--- config.mk ---
export PLATFORM = sky130hd
export DESIGN_NAME = beat_scheduler
export DESIGN_NICKNAME = d
export VERILOG_FILES = /design/src/rtl/beat_pkg.sv /design/src/rtl/frame_tick_gen.sv /design/src/rtl/beat_scheduler.sv
export SDC_FILE = /design/constraint.sdc
export NUM_CORES = 1
export LEC_CHECK = 0
export CAP_MARGIN = 30
export CORE_UTILIZATION = 38
export CTS_BUF_LIST = sky130_fd_sc_hd__clkbuf_4 sky130_fd_sc_hd__clkbuf_8 sky130_fd_sc_hd__clkbuf_16
export CTS_CLUSTER_DIAMETER = 100
export DETAILED_ROUTE_END_ITERATION = 8
export PLACE_DENSITY = 0.57
export SKIP_CTS_REPAIR_TIMING = 1
export SLEW_MARGIN = 30
export SYNTH_ARGS = -nofsm -noshare
export SYNTH_HDL_FRONTEND = slang
export SYNTH_SLANG_ARGS = --single-unit
--- constraint.sdc ---
create_clock -name clk -period 2.9 [get_ports clk]
set_input_delay 0.725 -clock clk [delete_from_list [all_inputs] [get_ports clk]]
set_output_delay 0.725 -clock clk [all_outputs]
set_load 0.02 [all_outputs]
--- src/rtl/beat_pkg.sv ---
// Shared beatmap timing definitions: scheduler state encoding, lane count and
// the default frame/scroll constants also used by the renderer.
package beat_pkg;

  typedef enum logic [2:0] {
    ST_IDLE    = 3'd0,
    ST_COUNTIN = 3'd1,
    ST_PLAY    = 3'd2,
    ST_DRAIN   = 3'd3,
    ST_DONE    = 3'd4
  } beat_state_e;

  localparam int LANES                  = 4;
  localparam int DEFAULT_FRAME_DIV      = 833333;
  localparam int DEFAULT_FRAMES_PER_ROW = 7;

  function automatic logic is_active(input beat_state_e s);
    return (s == ST_COUNTIN) || (s == ST_PLAY) || (s == ST_DRAIN);
  endfunction

endpackage

--- src/rtl/frame_tick_gen.sv ---
// Free-running frame divider: one-cycle registered tick on the cycle after the
// counter reaches FRAME_DIV-1.
module frame_tick_gen
  import beat_pkg::*;
#(
  parameter int FRAME_DIV = DEFAULT_FRAME_DIV
) (
  input  logic clk,
  input  logic reset,
  output logic tick
);

  localparam int CW = $clog2(FRAME_DIV);

  logic [CW-1:0] cnt;

  always_ff @(posedge clk) begin
    if (reset) begin
      cnt  <= '0;
      tick <= 1'b0;
    end else begin
      tick <= (cnt == CW'(FRAME_DIV - 1));
      if (cnt == CW'(FRAME_DIV - 1)) cnt <= '0;
      else                            cnt <= cnt + CW'(1);
    end
  end

endmodule

--- src/rtl/beat_scheduler.sv ---
// Beatmap playback sequencer: frame timebase, row scroll phase, note ROM fetch
// and song lifecycle. Optional playback hold is built when BEAT_SCHED_PAUSE_EN is defined.
module beat_scheduler
  import beat_pkg::*;
#(
  parameter int FRAME_DIV      = DEFAULT_FRAME_DIV,
  parameter int FRAMES_PER_ROW = DEFAULT_FRAMES_PER_ROW,
  parameter int SONG_LEN       = 8192,
  parameter int ADDR_W         = 13,
  parameter int COUNTIN_ROWS   = 11
) (
  input  logic              clk,
  input  logic              reset,
  input  logic              start,
  input  logic              pause,
  output logic [ADDR_W-1:0] rom_addr,
  input  logic [LANES-1:0]  rom_data,
  output logic              frame_tick,
  output logic              row_advance,
  output logic [LANES-1:0]  row_note,
  output logic [2:0]        scroll_phase,
  output logic              playing,
  output logic              done,
  output logic [2:0]        state_dbg
);

  localparam int RW = $clog2(COUNTIN_ROWS + 1);

  beat_state_e       state, state_d;
  logic [RW-1:0]     row_cnt, row_cnt_d;
  logic [ADDR_W-1:0] rom_addr_d;
  logic [LANES-1:0]  row_note_d;
  logic [2:0]        phase_d;
  logic              adv_d;
  logic              hold;
  logic              last_row;

  frame_tick_gen #(.FRAME_DIV(FRAME_DIV)) u_tick (
    .clk   (clk),
    .reset (reset),
    .tick  (frame_tick)
  );

`ifdef BEAT_SCHED_PAUSE_EN
  assign hold = pause;
`else
  logic unused_pause;
  assign unused_pause = pause;
  assign hold         = 1'b0;
`endif

  assign last_row  = (row_cnt == RW'(COUNTIN_ROWS - 1));
  assign state_dbg = state;

  always_comb begin
    state_d    = state;
    row_cnt_d  = row_cnt;
    rom_addr_d = rom_addr;
    row_note_d = row_note;
    phase_d    = scroll_phase;
    adv_d      = 1'b0;
    case (state)
      ST_IDLE, ST_DONE: begin
        if (start) begin
          state_d    = ST_COUNTIN;
          row_cnt_d  = '0;
          rom_addr_d = '0;
          row_note_d = '0;
          phase_d    = '0;
        end
      end
      ST_COUNTIN, ST_PLAY, ST_DRAIN: begin
        if (frame_tick && !hold) begin
          if (scroll_phase == 3'(FRAMES_PER_ROW - 1)) begin
            phase_d = '0;
            adv_d   = 1'b1;
            // PLAY consumes the prefetched word; count-in/drain rows are blank.
            if (state == ST_PLAY) begin
              row_note_d = rom_data;
              if (rom_addr == ADDR_W'(SONG_LEN - 1)) state_d = ST_DRAIN;
              else rom_addr_d = rom_addr + ADDR_W'(1);
            end else begin
              row_note_d = '0;
              if (last_row) begin
                row_cnt_d = '0;
                state_d   = (state == ST_COUNTIN) ? ST_PLAY : ST_DONE;
              end else begin
                row_cnt_d = row_cnt + RW'(1);
              end
            end
          end else begin
            phase_d = scroll_phase + 3'd1;
          end
        end
      end
      default: state_d = ST_IDLE;
    endcase
  end

  always_ff @(posedge clk) begin
    if (reset) begin
      state        <= ST_IDLE;
      row_cnt      <= '0;
      rom_addr     <= '0;
      row_note     <= '0;
      scroll_phase <= '0;
      row_advance  <= 1'b0;
      playing      <= 1'b0;
      done         <= 1'b0;
    end else begin
      state        <= state_d;
      row_cnt      <= row_cnt_d;
      rom_addr     <= rom_addr_d;
      row_note     <= row_note_d;
      scroll_phase <= phase_d;
      row_advance  <= adv_d;
      playing      <= is_active(state_d);
      done         <= (state_d == ST_DONE);
    end
  end

endmodule

* Word-level counts from Yosys, hierarchy flattened *
Cells that the tools add are included.

cells by class
  add/subtract/negate cells = 4
  equality and inequality tests = 18
  mux-type cells = 29
  bitwise gates (word level) = 2
  reductions and logical operators = 12

operator list
  kind                   count
  $mux 13                5
  $mux 4                 8
  $mux 3                 10
  $pmux 13 s2            1
  $add 20x1->20 const B  1
  $eq 20x20->1 const B   1
  $pmux 4 s2             2
  $add 13x1->13 const B  1
  $eq 13x13->1 const B   1
  $eq 3x2->1 const B     4
  $pmux 3 s2             2
  $ne 2x2->1 const B     5
  $eq 3x3->1 const B     3
  $eq 3x1->1 const B     2
  $reduce_and 6->1       1
  $reduce_or 3->1        2
  $reduce_and 5->1       1
  $add 4x1->4 const B    1
  $eq 4x4->1 const B     1
  $reduce_and 4->1       1
  $reduce_or 2->1        2
  $add 3x1->3 const B    1
  $logic_not 3->1        1
  $reduce_and 3->1       1
  other kinds (5)        7

word-level totals
  flip-flop bits (word level) = 51
  word-level logic and storage cells = 75

* Longest topological paths before layout *
  depth after elaboration = 10
  mapped depth = 8

* By module *
A second synthesis with hierarchy kept.

second synthesis, totals
  cell total of the unflattened synthesis = 282
  area total of the unflattened synthesis = 2484.9 sq um

by module, submodules not included
  module          times used  cells each  area each (sq um)  sequential area each (sq um)
  beat_scheduler  1           171         1502.7             600.6
  frame_tick_gen  1           111         982.2              420.4

* Worst setup path before layout *
OpenSTA, ideal clock, no wires.

  kind = input port to flip-flop
  start = in start
  end = reg row_cnt[2]
  library setup time = 0.132 ns
  arrival = 1.953 ns
  data required time = 2.768 ns
  path slack = 0.815 ns
  cell stages on the path = 5
  path buffers = 0
  cells stage by stage = or3b_4 -> a21boi_4 -> or3_1 -> o21ai_0 -> a21oi_1

between the ends
  word-level cells in the longest chain between the ends = 2

RTL lines
  what                        line                   source
  from (decl)                 beat_scheduler.sv:14   input logic start,
  $ne 2x2->1 (no line)        n/a
  $reduce_and 5->1 (no line)  n/a
  to (signal assigned)        beat_scheduler.sv:112  row_cnt <= row_cnt_d;
  to (decl)                   beat_scheduler.sv:30   logic [RW-1:0] row_cnt, row_cnt_d;

No other way between the ends.
A chain may end at the register's enable or synchronous reset.

* Worst setup path in the final report *
  start = in start
  end = reg rom_addr[9]

between the ends
  word-level cells in the longest chain between the ends = 2

RTL lines
  what                        line                   source
  $ne 2x2->1 (no line)        n/a
  $reduce_and 6->1 (no line)  n/a
  to (signal assigned)        beat_scheduler.sv:113  rom_addr <= rom_addr_d;
  to (decl)                   beat_scheduler.sv:16   output logic [ADDR_W-1:0] rom_addr,

No other way between the ends.

==> flow_summary.json <==
{
  "min_path_type": "reg2reg",
  "fp.dieH_um": 81.9,
  "tightest_slew_ns": 0.570,
  "first_pass_iters": 4,
  "grt_max_degree": 21,
  "area_growth_pct": 20.1,
  "cp_max_fo": 18,
  "insertion_delay_ns": 0.30,
  "peakVddDrop_mv": 0.290,
  "power_switching_mw": 0.309,
  "wl_per_cell_um": 13.0,
  "cts_tree": "built",
  "fill_cells": 594,
  "synthArstFlopShare": 0,
  "max_clock_freq_ghz": 0.423,
  "yosysUniqueCellTypes": 47,
  "ys_warn_count": 0,
  "die_width_um": 81.9,
  "rows": 28,
  "wl_mm": 5.09,
  "arrival_ns": 2.60,
  "timing.final.max_slew_violations": 0,
  "drt_iter0_markers": 96,
  "leakage_nw": 0.989,
  "dieArea_mm2": 0.00670,
  "syn_inst": 282,
  "syn_area_per_cell_um2": 8.59,
  "p_seq_frac": 0.577,
  "slew_headroom": 0.619,
  "period_needed_ns": 2.36,
  "grt.total_usage": 0.169,
  "start_util": 0.402,
  "ys_ff_latch": 51,
  "end_kind": "flop",
  "seq_area_frac_synth": 0.421,
  "routed-via-count": 2055,
  "synthFlopType": "dfxtp_1",
  "root_buffer": "clkbuf_8",
  "cts_buffer_depth": 2,
  "clkPwrFrac": 0.338,
  "clkSinkCount": 51,
  "grt_pass1_wl_mm": 8.74,
  "core_area_mm2": 0.00603,
  "hold_viol": 0,
  "powerDensity_mw_per_mm2": 427,
  "port_buffers": 33,
  "io_pins": 35,
  "intPower_mw": 0.933,
  "drc": 0,
  "clk_pin_slew_ns": 0.10,
  "place_inst": 384,
  "required_ns": 3.14,
  "instances_no_fill": 392,
  "crit_type": "in2reg",
  "antenna_cells": 0,
  "htreeDepth": 2,
  "syn-cell-area_mm2": 0.00242,
  "startpoint_type": "primary input",
  "clock_skew_ns": 0.0107,
  "status": "complete, no violations",
  "hpwlAfterDp_mm": 3.70,
  "synth_edf_count": 0,
  "finalCritPeriodShare": 0.815,
  "detail-route-antenna-nets": 0,
  "layout_commonest_cell": "dfxtp_1",
  "rsz0062_at_grt": "no",
  "finalNetCount": 329,
  "finalSetupViolCount": 0,
  "comb_power_share": 0.086,
  "fin_setup_tns_ns": 0,
  "grt_pass1_vias": 1932,
  "maxCapViolCount": 0,
  "syn_nets": 295,
  "grt_overflow": 0,
  "antenna_found_initial": 0,
  "vias_per_cell": 5.24,
  "mostFrequentLayoutCells": "dfxtp_1 (51), nor2_1 (45), clkdlybuf4s50_1 (33)",
  "gp_congestion": 0.791,
  "cts_inserted_buffers": 5,
  "drive_gt1_frac": 0.0789,
  "switching_share": 0.249
}
## per-layer routing
metal / vias to the layer above / wire (µm) / track usage / part of all wire
met5: - / 0 / 0 / 0
met4: 0 / 27 / 0.0667 / 0.0053
met3: 2 / 148 / 0.0344 / 0.029
met2: 28 / 2550 / 0.293 / 0.50
met1: 962 / 2360 / 0.203 / 0.46
li1: 1063 / - / - / -
## registers in the layout, indices dropped and copies added (netlist names)
signal,count
done,1
playing,1
rom_addr,13
row_advance,1
row_cnt,4
row_note,4
scroll_phase,3
state_dbg,3
u_tick.cnt,20
u_tick.tick,1
## kinds of logic (layout without fill, tap and decap cells)
kind of cell	after synthesis	in the layout	share of synthesized area
and+or+nand+nor	140	140	0.303
muxes	3	3	0.0124
buffers and inverters	19	54	0.0398
AOI/OAI and AO/OA	45	45	0.130
DFF	51	51	0.421
adders and majority gates	5	5	0.0258
xor gates and xnor gates	19	19	0.0687
## Yosys cell counts (all sizes together), types with 2 or more instances
| cell | n | area [µm²] |
|---|---|---|
| nand4 | 7 | 43.8 |
| ha | 5 | 62.6 |
| or4 | 5 | 37.5 |
| nor4 | 4 | 25.0 |
| mux2i | 3 | 30.0 |
| and3 | 6 | 37.5 |
| and4 | 3 | 26.3 |
| and2 | 3 | 20.0 |
| buf | 5 | 43.8 |
| dfxtp | 51 | 1020 |
| nand3b | 4 | 30.0 |
| xnor2 | 5 | 43.8 |
| a21oi | 18 | 90.1 |
| clkbuf | 6 | 22.5 |
| a31oi | 3 | 18.8 |
| nor4b | 3 | 41.3 |
| nor3 | 7 | 35.0 |
| or3 | 2 | 12.5 |
| nand2 | 26 | 97.6 |
| nand3 | 17 | 90.1 |
| xor2 | 14 | 123 |
| nor2 | 46 | 180 |
| o31ai | 4 | 30.0 |
| nand2b | 3 | 18.8 |
| o21ai | 10 | 53.8 |
| inv | 8 | 30.0 |
## through the flow
stage / util / total power [mW] / instance area [µm²] / hold slack (ns) / setup slack, ns
floorplan: - / 0.810 / 2420 / 0.437 / 0.815
global route: 0.483 / 1.31 / 2910 / 0.491 / 0.461
CTS: 0.483 / 1.27 / 2910 / 0.460 / 0.542
detailed placement: 0.468 / 0.841 / 2820 / 0.447 / 0.214
global placement: 0.468 / 0.841 / 2820 / 0.442 / 0.216
finish: 0.483 / 1.24 / 2910 / 0.455 / 0.535
## area by class of cell
class	instances	area [µm²]	share of cell area
multi-input combinational	212	1310	0.449
sequential	51	1020	0.351
timing repair buffer	38	368	0.126
tap	75	93.8	0.0322
clock buffer	6	76.3	0.0262
inverter	8	30.0	0.0103
clock inverter	2	16.3	0.00559
## power by group through the flow
stage          Clock, mW  Combinational, mW  Sequential, mW
3_5_place_dp           0              0.108           0.733
4_1_cts            0.441              0.109           0.717
3_3_place_gp           0              0.108           0.733
6_report           0.420              0.106           0.716
2_1_floorplan          0             0.0763           0.734
5_1_grt            0.477              0.117           0.719
## final timing paths
path / startpoint / end / slack, ns / cells after the start
hold / removal: row_note[2] / row_note[2] / 0.46 / 2
hold reg to reg: row_note[2] / row_note[2] / 0.46 / 2
setup / recovery: start / rom_addr[9] / 0.54 / 6
setup reg to reg: rom_addr[0] / rom_addr[8] / 0.73 / 6
## worst max-delay path, cell delays in order
cell	delay [ns]
clkdlybuf4s50_1	0.48
or3b_4	0.41
o21ai_2	0.12
o211ai_4	0.22
or4_1	0.51
a21oi_1	0.15
(Power assumes the default switching activity.)
